--- src/rtl/cam_pixel_assembler.sv ---
// cam_pixel_assembler
// Rebuilds 16-bit RGB565 pixels from a byte-serial camera bus (vsync/href/data).
// Tags each pixel with start-of-frame, end-of-line and end-of-frame flags.
// Buffers the pixels in a small first-word-fall-through FIFO and hands them out
// over a valid/ready handshake. Malformed frames are reported at frame end.
// Ports:
//   clk, reset            - system clock, synchronous active-high reset
//   cam_vsync, cam_href   - camera frame / line framing (sampled every clk)
//   cam_data, cam_byte_en - camera byte and its one-cycle qualifier
//   pixel_out/sof/eol/eof - FIFO head pixel and its tags
//   pixel_valid           - FIFO not empty
//   pixel_ready           - consumer accepts the head pixel
//   frame_err             - one-cycle pulse at the end of a malformed frame
//   overflow              - sticky: a pixel was dropped on a full FIFO
//   frame_count           - completed frames, wrapping
module cam_pixel_assembler #(
  parameter int H_ACTIVE   = 320,
  parameter int V_ACTIVE   = 240,
  parameter int FIFO_DEPTH = 4
) (
  input  logic        clk,
  input  logic        reset,
  input  logic        cam_vsync,
  input  logic        cam_href,
  input  logic [7:0]  cam_data,
  input  logic        cam_byte_en,
  output logic [15:0] pixel_out,
  output logic        pixel_sof,
  output logic        pixel_eol,
  output logic        pixel_eof,
  output logic        pixel_valid,
  input  logic        pixel_ready,
  output logic        frame_err,
  output logic        overflow,
  output logic [15:0] frame_count
);

  localparam int AW = $clog2(FIFO_DEPTH);
  localparam int CW = AW + 1;
  localparam int XW = $clog2(H_ACTIVE + 1);
  localparam int YW = $clog2(V_ACTIVE + 2);

  localparam logic [XW-1:0] X_END  = XW'(H_ACTIVE);
  localparam logic [XW-1:0] X_LAST = XW'(H_ACTIVE - 1);
  localparam logic [YW-1:0] Y_END  = YW'(V_ACTIVE);
  localparam logic [YW-1:0] Y_LAST = YW'(V_ACTIVE - 1);
  localparam logic [YW-1:0] Y_SAT  = YW'(V_ACTIVE + 1);
  localparam logic [CW-1:0] FULL   = CW'(FIFO_DEPTH);

  typedef enum logic [1:0] {
    WAIT_VSYNC = 2'd0,
    BLANK      = 2'd1,
    ACTIVE     = 2'd2
  } state_t;

  state_t          state_q, state_d;
  logic            vsync_q, vsync_d;
  logic            href_q, href_d;
  logic            phase_q, phase_d;
  logic [7:0]      hi_byte_q, hi_byte_d;
  logic [XW-1:0]   x_cnt_q, x_cnt_d;
  logic [YW-1:0]   y_cnt_q, y_cnt_d;
  logic            line_bad_q, line_bad_d;
  logic            frame_bad_q, frame_bad_d;
  logic            frame_err_q, frame_err_d;
  logic            overflow_q, overflow_d;
  logic [15:0]     frame_count_q, frame_count_d;
  logic [AW-1:0]   wr_ptr_q, wr_ptr_d;
  logic [AW-1:0]   rd_ptr_q, rd_ptr_d;
  logic [CW-1:0]   count_q, count_d;
  logic [18:0]     mem_q [FIFO_DEPTH];
  logic [18:0]     mem_d [FIFO_DEPTH];

  logic            vsync_rise, vsync_fall, href_fall;
  logic            fifo_full, pop, push_req, push_ok;
  logic [18:0]     push_entry, head;

  assign vsync_rise  = cam_vsync & ~vsync_q;
  assign vsync_fall  = ~cam_vsync & vsync_q;
  assign href_fall   = ~cam_href & href_q;
  assign pixel_valid = (count_q != {CW{1'b0}});
  assign fifo_full   = (count_q == FULL);
  assign pop         = pixel_valid & pixel_ready;
  assign head        = mem_q[rd_ptr_q];

  // Outputs read straight from the head entry; zero while the FIFO is empty.
  assign pixel_out   = pixel_valid ? head[15:0] : 16'd0;
  assign pixel_eof   = pixel_valid & head[16];
  assign pixel_eol   = pixel_valid & head[17];
  assign pixel_sof   = pixel_valid & head[18];
  assign frame_err   = frame_err_q;
  assign overflow    = overflow_q;
  assign frame_count = frame_count_q;

  // Framing state machine, byte assembly, bounds and frame-quality tracking.
  always_comb begin
    state_d       = state_q;
    vsync_d       = cam_vsync;
    href_d        = cam_href;
    phase_d       = phase_q;
    hi_byte_d     = hi_byte_q;
    x_cnt_d       = x_cnt_q;
    y_cnt_d       = y_cnt_q;
    line_bad_d    = line_bad_q;
    frame_bad_d   = frame_bad_q;
    overflow_d    = overflow_q;
    frame_count_d = frame_count_q;
    frame_err_d   = 1'b0;
    push_req      = 1'b0;
    push_ok       = 1'b0;
    push_entry    = 19'd0;
    case (state_q)
      WAIT_VSYNC: begin
        // Only a vsync rise proves we are between frames again.
        if (vsync_rise) state_d = BLANK;
        else            state_d = WAIT_VSYNC;
      end
      BLANK: begin
        if (vsync_fall) begin
          x_cnt_d     = {XW{1'b0}};
          y_cnt_d     = {YW{1'b0}};
          frame_bad_d = 1'b0;
          line_bad_d  = 1'b0;
          phase_d     = 1'b0;
          state_d     = ACTIVE;
        end else begin
          state_d = BLANK;
        end
      end
      ACTIVE: begin
        if (cam_byte_en && cam_href) begin
          if (phase_q == 1'b0) begin
            hi_byte_d = cam_data;
            phase_d   = 1'b1;
          end else begin
            phase_d = 1'b0;
            if (x_cnt_q < X_END) x_cnt_d = x_cnt_q + XW'(1'b1);
            else                 x_cnt_d = x_cnt_q;
            if ((x_cnt_q < X_END) && (y_cnt_q < Y_END)) begin
              push_req   = 1'b1;
              push_entry = {((x_cnt_q == {XW{1'b0}}) && (y_cnt_q == {YW{1'b0}})),
                            (x_cnt_q == X_LAST),
                            ((x_cnt_q == X_LAST) && (y_cnt_q == Y_LAST)),
                            hi_byte_q, cam_data};
            end else begin
              line_bad_d = 1'b1;
            end
          end
        end else begin
          phase_d = phase_q;
        end
        // A full FIFO takes a new pixel only if the head leaves this cycle.
        if (push_req) begin
          if (!fifo_full || pop) begin
            push_ok = 1'b1;
          end else begin
            push_ok     = 1'b0;
            overflow_d  = 1'b1;
            frame_bad_d = 1'b1;
          end
        end else begin
          push_ok = 1'b0;
        end
        // Line end is folded in before any frame-end check in the same cycle.
        if (href_fall) begin
          frame_bad_d = frame_bad_d | line_bad_q | phase_q | (x_cnt_q != X_END);
          line_bad_d  = 1'b0;
          x_cnt_d     = {XW{1'b0}};
          phase_d     = 1'b0;
          if (y_cnt_q != Y_SAT) y_cnt_d = y_cnt_q + YW'(1'b1);
          else                  y_cnt_d = y_cnt_q;
        end else begin
          y_cnt_d = y_cnt_q;
        end
        if (vsync_rise) begin
          frame_err_d   = frame_bad_d | (y_cnt_d != Y_END);
          frame_count_d = frame_count_q + 16'd1;
          state_d       = BLANK;
        end else begin
          state_d = ACTIVE;
        end
      end
      default: begin
        state_d = WAIT_VSYNC;
      end
    endcase
  end

  // FIFO pointer, occupancy and storage update.
  always_comb begin
    mem_d = mem_q;
    if (push_ok) begin
      mem_d[wr_ptr_q] = push_entry;
      wr_ptr_d        = wr_ptr_q + AW'(1'b1);
    end else begin
      wr_ptr_d = wr_ptr_q;
    end
    if (pop) rd_ptr_d = rd_ptr_q + AW'(1'b1);
    else     rd_ptr_d = rd_ptr_q;
    if (push_ok && !pop)      count_d = count_q + CW'(1'b1);
    else if (!push_ok && pop) count_d = count_q - CW'(1'b1);
    else                      count_d = count_q;
  end

  // State register with synchronous reset.
  always_ff @(posedge clk) begin
    if (reset) begin
      state_q       <= WAIT_VSYNC;
      vsync_q       <= 1'b0;
      href_q        <= 1'b0;
      phase_q       <= 1'b0;
      hi_byte_q     <= 8'd0;
      x_cnt_q       <= {XW{1'b0}};
      y_cnt_q       <= {YW{1'b0}};
      line_bad_q    <= 1'b0;
      frame_bad_q   <= 1'b0;
      frame_err_q   <= 1'b0;
      overflow_q    <= 1'b0;
      frame_count_q <= 16'd0;
      wr_ptr_q      <= {AW{1'b0}};
      rd_ptr_q      <= {AW{1'b0}};
      count_q       <= {CW{1'b0}};
      for (int i = 0; i < FIFO_DEPTH; i++) mem_q[i] <= 19'd0;
    end else begin
      state_q       <= state_d;
      vsync_q       <= vsync_d;
      href_q        <= href_d;
      phase_q       <= phase_d;
      hi_byte_q     <= hi_byte_d;
      x_cnt_q       <= x_cnt_d;
      y_cnt_q       <= y_cnt_d;
      line_bad_q    <= line_bad_d;
      frame_bad_q   <= frame_bad_d;
      frame_err_q   <= frame_err_d;
      overflow_q    <= overflow_d;
      frame_count_q <= frame_count_d;
      wr_ptr_q      <= wr_ptr_d;
      rd_ptr_q      <= rd_ptr_d;
      count_q       <= count_d;
      mem_q         <= mem_d;
    end
  end

endmodule

--- config.mk ---
export PLATFORM = sky130hd
export DESIGN_NAME = cam_pixel_assembler
export DESIGN_NICKNAME = d
export VERILOG_FILES = /design/src/rtl/cam_pixel_assembler.sv
export SDC_FILE = /design/constraint.sdc
export NUM_CORES = 1
export LEC_CHECK = 0
export BUFFER_PORTS_ARGS = -buffer_cell sky130_fd_sc_hd__buf_2
export CORE_MARGIN = 3
export CORE_UTILIZATION = 35
export CTS_BUF_LIST = sky130_fd_sc_hd__clkbuf_8
export DETAILED_ROUTE_END_ITERATION = 10
export GPL_TIMING_DRIVEN = 1
export PLACE_DENSITY_LB_ADDON = 0.05
export SLEW_MARGIN = 20
export SYNTH_ARGS = -nofsm -noshare
export SYNTH_HDL_FRONTEND = slang
export SYNTH_SLANG_ARGS = --single-unit
--- constraint.sdc ---
create_clock -name clk -period 2.6 [get_ports clk]
set_input_delay 0.52 -clock clk [delete_from_list [all_inputs] [get_ports clk]]
set_output_delay 0.52 -clock clk [all_outputs]
set_load 0.02 [all_outputs]
==> summary.txt, run 1 <==
Switch Pwr - 1.28 mW
Layout net count - 716
Vias post-DR - 4656
Commonest register cell after synthesis - dfxtp_1
Clk root buf - clkbuf_8
#FFs+latches synth - 133
CP Capture Type - output pin
Non-Filler Instances - 927
Drt drc - 0
Post-route minimum period - 2.47 ns
Met3 Track Usage GR - 3.95%
Rows - 48
Maximum VDD drop - 0.374 mV
H-tree Lvls - 4
Sequential power share - 47.7%
Clock Path Buffers - 2
GR Util All Layers - 15.8%
Antenna diodes - 0
M2 GR Usage - 26.2%
Tightest Hold Check Type - in2reg
Clock network power share - 37.1%
Post-synth EDFFs - 0
CTS tree - done
GRT Max-Usage Layer - met2
Worst Tran Pin Value - 0.592 ns
DIE WIDTH - 140 µm
Vias in the first global route - 4763
Register area share after synthesis - 42.5%
Most common cell in the netlist - dfxtp_1
Final Max Tran Viols - 0
WL final - 14.7 mm
RD Place Congestion - 0.822
Core Box Area - 17400 µm²
Setup repair bufs after CTS - 0
ANT nets after route - 0
Antenna violations before repair - 0
Arr. time, crit path - 1.95 ns
Cell taking the most area after synthesis - dfxtp_1
Final setup violation count - 0
Register area - 2660 µm²
Initial Utilization - 36.0%
PwrDens - 619 nW/µm²
Clock Latency Late Sink - 0.43 ns
Pre-CTS setup slack - 0.0246 ns
Die ar. - 19600 µm²
Period utilization - 94.9%
Leading cell types by count after synthesis - dfxtp_1 (133), nor2_1 (130), mux2i_1 (86), nand2_1 (23), and2_1 (22)
Final WS setup - 0.134 ns
RSZ-0062 raised after global routing - no
Final setup TNS - 0 ns
Crit path launch type - flip-flop
Max cap viols - 0
WS Path Type - reg2out
# IOs - 52
# fillers - 1768
Crit-path max FO - 17
WP data required - 2.08 ns
Initial drt markers - 214
Total CTS buffers - 17
Asr flop ratio synth - 0%
M1 GR Usage - 20.7%
Synth unique cells - 64
Synth Instances - 637
Slew HR - 60.4%
Leak Pwr - 2.55 nW
YS warnings - 0
Yosys top cell area share - 42.5%
Netlist Area Pre-Place - 6270 µm²
Routed wire per std cell - 15.9 µm
DP Cell Count - 896
Switching part of the total - 28.9%
Post-DP HPWL - 9.57 mm
First-pass DRT Iterations - 5
Sink Count - 133
Comb pwr share - 15.3%
Clk slew on worst S/H paths - 0.08 ns
Hold_ws - 0.354 ns
Share of post-route cells with drive strength above 1 - 19.9%
Internal - 3.17 mW
Synth top area cells - dfxtp_1 (42%), mux2i_1 (14%), nor2_1 (7.8%)
Mapped Nets - 663
Status - finished clean
Avg Inst Size Synth - 9.84 µm²
Layout Area Growth over Synthesis - 14.8%
Port buffer count - 51
Largest net degree at the start of global routing - 92
DR vias/cell - 5.02
Maximum clock rate - 405 MHz
Post-route total power - 4.45 mW
Final Hold Fails - 0
First-pass GRT wire length - 25.0 mm
Worst Skew - 0.0119 ns
Multi-input logic area - 3350 µm²
Die Y-Extent - 140 µm
Overflow after GRT - 0
metal layers:
layer	wire, µm	up-vias
li1	-	2325
met1	7070	2235
met2	7010	83
met3	490	13
met4	168	0
met5	0	-
kinds of logic (layout without fill, tap and decap cells):
logic type                 Yosys count  in the layout  share of synthesized area [%]
AOI/OAI and AO/OA                   55             55                           5.37
muxes                              106            106                           20.7
adders and majority gates           12             12                           2.51
xor gates and xnor gates            23             23                           3.21
and+or+nand+nor                    252            252                           20.8
buffers and inverters               56            121                           4.85
DFF                                133            133                           42.5
registers in the layout, summed over array words and instances, names as in the netlist, 2 cells and up:
register	cells
y_cnt_q	8
rd_ptr_q	2
x_cnt_q	9
frame_count	16
hi_byte_q	8
mem_q	76
count_q	3
state_q	2
wr_ptr_q	2
power groups by stage:
stage	clock (mW)	sequential (mW)	combinational, mW
3_5_place_dp	0	2.17	0.697
4_1_cts	1.72	2.12	0.699
3_3_place_gp	0	2.17	0.693
6_report	1.65	2.12	0.680
2_1_floorplan	0	2.16	0.441
5_1_grt	1.80	2.13	0.757
layout by cell type, fill, tap and decap left out, drive strengths merged, types with 3 or more instances in the layout:
cell,synthesis,routed
nor2,130,130
and3,3,3
xor2,10,10
clkinv,0,5
a21oi,16,16
dfxtp,133,133
nor4,8,8
nand3,11,11
xnor2,13,13
nand2,23,23
mux2i,86,86
mux4,19,19
nor3b,5,5
a311oi,3,3
and2,22,22
ha,11,11
a31oi,4,4
nand4,9,9
nor3,10,10
nand2b,4,4
clkbuf,21,17
inv,16,19
or3,7,7
clkinvlp,0,4
buf,19,74
or2,4,4
o21ai,19,19
per-stage QoR:
step                utilization [%]  cell area, µm²
floorplan                         -            6270
detailed placement             39.1            6810
finish                         41.3            7190
global placement               39.1            6810
CTS                            41.2            7180
global route                   41.3            7190
cell type report:
cell class / count / share of cell area, %
Multi-Input combinational cell: 448 / 46.5
Sequential cell: 133 / 37.0
Timing Repair Buffer: 74 / 6.56
Tap cell: 225 / 3.91
Clock buffer: 17 / 3.25
Clock inverter: 14 / 1.93
Inverter: 16 / 0.835
critical path, stage by stage (launching register included):
cell	delay (ns)
dfxtp_1	0.45
buf_12	0.22
mux4_2	0.53
and2_1	0.17
buf_2	0.15
final timing paths:
check / from / slack, ns / end / cells after the start
setup / recovery: rd_ptr_q[1] / 0.13 / pixel_out[15] / 4
hold / removal: cam_vsync / 0.35 / vsync_q / 2
setup reg to reg: state_q[0] / 0.27 / count_q[2] / 9
hold reg to reg: line_bad_q / 0.49 / line_bad_q / 2
what timing repair did:
| action | in CTS | in global routing |
|---|---|---|
| hold buffers | 0 | 0 |
| setup endpoints to repair | 0 | 6 |
| gates resized for setup | 0 | 2 |
Note: power is estimated with default switching activity, not from simulation.
==> inputs of run 2 (changes only) <==
--- a/config.mk
+++ b/config.mk
@@ -5,6 +5,7 @@
 export SDC_FILE = /design/constraint.sdc
 export NUM_CORES = 1
 export LEC_CHECK = 0
+export ABC_AREA = 1
 export BUFFER_PORTS_ARGS = -buffer_cell sky130_fd_sc_hd__buf_2
 export CORE_MARGIN = 3
 export CORE_UTILIZATION = 35
==> run 2 against run 1 <==
  * Routed wire length increased by 16%
  * Global-route usage rose by 2.2 points
  * Combinational power grew 32%
  * Sequential share of layout area is 0.44 points higher
  * Flip-flop and latch count unchanged
  * Maximum frequency grew 2.5%
  * Largest cell class unchanged
  * Largest power group unchanged
  * Non-clock buffer count is 7 lower
  * Highest routed layer unchanged
  * First-iteration DRC count grew 31%
  * Cell count rose by 31%
==> summary.txt, run 2 <==
Post-synth EDFFs - 0 (unchanged)
Post-route total power - 4.54 mW (+2.0%)
Tightest Hold Check Type - in2reg
Post-DP HPWL - 11.1 mm (+16%)
Reg2Reg Depth - 14 (+5)
Clock network power share - 34.2% (-2.9 points)
RD Place Congestion - 0.770 (-6.4%)
Drt drc - 0 (unchanged)
Routed wl met2 - 7.68 mm (+9.6%)
Layout Area Growth over Synthesis - 12.6%
Clock Path Buffers - 2 (unchanged)
DIE WIDTH - 140 µm (+0.33%)
Final WS setup - 0.194 ns (+0.0598 ns)
DR vias/cell - 4.75 (-5.4%)
# fillers - 1894 (+7.1%)
Core Box Area - 17500 µm² (+0.35%)
Max reg flops - 76 (unchanged)
#FFs+latches synth - 133 (unchanged)
Most frequent cells in the layout - nor2_1 (293), dfxtp_1 (133), o21ai_0 (119)
Most common cell in the netlist - nor2_1
Clk slew on worst S/H paths - 0.07 ns (about the same)
ANT nets after route - 0 (unchanged)
Multi-input logic area - 3140 µm² (-6.2%)
Crit-path slowest cell - inv_1
Final Hold Fails - 0 (unchanged)
Internal - 3.09 mW (-2.6%)
Asr flop ratio synth - 0% (unchanged)
Hold_buf cts - 0 (unchanged)
Maximum clock rate - 416 MHz (+2.5%)
Pre-CTS setup slack - 0.149 ns (+0.125 ns)
CP peak stage delay - 0.61 ns (+0.08 ns)
Routed wire per std cell - 14.1 µm (-12%)
Final setup violation count - 0 (unchanged)
Clk root buf - clkbuf_8
PwrDens - 639 nW/µm² (+3.2%)
Register area share after synthesis - 42.2% (-0.29 points)
Synth Instances - 929 (+46%)
Share of post-route cells with drive strength above 1 - 12.5% (-7.5 points)
WS Path Type - reg2out
# IOs - 52 (unchanged)
Vias post-DR - 5757 (+24%)
Cells along the critical path - inv_1 -> nor2_1 -> o21ai_0 -> a21oi_1 -> buf_2
Leading cell types by count after synthesis - nor2_1 (294), dfxtp_1 (133), o21ai_0 (119), nand2_1 (96), inv_1 (74)
Worst Skew - 0.00958 ns (-0.00230 ns)
Most flop-heavy register - mem_q
H-tree Lvls - 4 (unchanged)
Worst Tran Pin Value - 0.848 ns (+0.256 ns)
Post-route minimum period - 2.41 ns (-0.0598 ns)
Slew HR - 43.4% (-17 points)
Yosys top cell area share - 42.2% (-0.29 points)
WL final - 17.0 mm (+16%)
RR Endpoint - count_q[2]
Vias in the first global route - 5665 (+19%)
Max cap viols - 0 (unchanged)
Metal-1 WL - 8.40 mm (+19%)
CTS tree - done
Total CTS buffers - 17 (unchanged)
Final Max Tran Viols - 0 (unchanged)
Maximum VDD drop - 0.436 mV (+17%)
Register area - 2660 µm² (unchanged)
Commonest non-fill, non-tap cell in the layout - nor2_1
First-pass DRT Iterations - 4 (-1)
Setup slack on the worst flop-to-flop path - 0.38 ns (+0.11 ns)
Antenna diodes - 0 (unchanged)
Fin area - 7110 µm² (-1.2%)
Sink Count - 133 (unchanged)
GR Util All Layers - 18.0% (+2.2 points)
Initial drt markers - 280 (+31%)
Antenna violations before repair - 0 (unchanged)
Layout net count - 1001 (+40%)
RSZ-0062 raised after global routing - no
Die ar. - 19700 µm² (+0.67%)
Mapped Nets - 955 (+44%)
Worst hold path depth - 3 (+1)
Overflow after GRT - 0 (unchanged)
Hold Crit Start - cam_vsync
Comb pwr share - 19.7% (+4.4 points)
CP Capture Type - output pin
Initial Utilization - 36.1% (+0.13 points)
Crit-path max FO - 21 (+4)
Status - finished clean
WP data required - 2.08 ns (about the same)
Post-CTS sizing - 0 (unchanged)
Clock Latency Late Sink - 0.44 ns (about the same)
Met3 WL - 710 µm (+45%)
Reg-to-reg startpoint - x_cnt_q[8]
Period utilization - 92.6% (-2.3 points)
Arr. time, crit path - 1.89 ns (-0.06 ns)
DP Area - 6770 µm² (-0.57%)
Max layer used - met4
Leak Pwr - 3.17 nW (+24%)
Port buffer count - 51 (unchanged)
Switching part of the total - 32.1% (+3.2 points)
Cell taking the most area after synthesis - dfxtp_1
Synth top area cells - dfxtp_1 (42%), nor2_1 (17%), o21ai_0 (9.4%)
Synth unique cells - 34 (-47%)
Die Y-Extent - 140 µm (+0.33%)
Avg Inst Size Synth - 6.79 µm² (-31%)
Sequential power share - 46.0% (-1.7 points)
YS warnings - 0 (unchanged)
Commonest register cell after synthesis - dfxtp_1
Netlist Area Pre-Place - 6310 µm² (+0.70%)
Hold_ws - 0.352 ns (-0.00272 ns)
Final setup TNS - 0 ns (unchanged)
Hold Path End - vsync_q
Switch Pwr - 1.46 mW (+13%)
Largest net degree at the start of global routing - 92 (unchanged)
Rows - 48 (unchanged)
Setup repair bufs after CTS - 0 (unchanged)
First-pass GRT wire length - 28.8 mm (+15%)
Crit path launch type - flip-flop
[run 2: changes by cell type after synthesis, sizes merged, moves of 14 or more]
cell / delta
a21oi: +37
and2: -22
inv: +62
mux2i: -86
mux4: -19
nand2: +78
nand3: +14
nor2: +178
o21ai: +127
[run 2: worst max path at each step]
stage,end,from,slack [ns],cells after the start
floorplan,count_q[2],cam_byte_en,0.44,13
global placement,count_q[2],cam_href,0.17,14
detailed placement,count_q[2],cam_href,0.15,14
CTS,pixel_out[11],rd_ptr_q[1],0.1,5
global route,pixel_out[1],rd_ptr_q[1],0.02,5
finish,pixel_out[11],rd_ptr_q[1],0.19,5
[run 2: cell families after synthesis]
kind of cell,synth area share [%]
buffers and inverters,8.13
adder cells (fa/ha/maj),2.50
AND/OR/NAND/NOR,30.3
flip-flops,42.2
AO/OA/AOI/OAI,16.6
XOR/XNOR,0.278
[run 2: through the flow]
step                util, %  std cells
finish                 40.7       1211
global route           40.7       1211
CTS                    40.7       1211
detailed placement     38.7       1181
global placement       38.7       1181
floorplan                 -        929
[run 2: cell type report]
type	instances	area share, %
sequential	133	37.4
timing repair buffer	67	5.45
clock inverter	12	1.28
multi-input combinational	676	44.1
inverter	80	4.22
tap	225	3.96
clock buffer	18	3.48
[run 2: power by group through the flow]
stage / clock network (mW) / logic, mW / registers, mW
2_1_floorplan: 0 / 0.582 / 2.13
3_3_place_gp: 0 / 0.908 / 2.14
5_1_grt: 1.71 / 1.01 / 2.09
6_report: 1.55 / 0.896 / 2.09
3_5_place_dp: 0 / 0.906 / 2.14
4_1_cts: 1.62 / 0.910 / 2.09
[run 2: worst max-delay path: cells and delay by family, from the launching register on]
family          cells  cell delay, ns
compound gates      2            0.23
buf+inv             2            0.80
flops               1            0.31
simple gates        1            0.12
[run 2: layer usage]
layer,vias to the layer above,global-route usage (%)
li1,3059,-
met1,2591,24.3
met2,92,29.0
met3,15,4.40
met4,0,4.84
met5,-,0
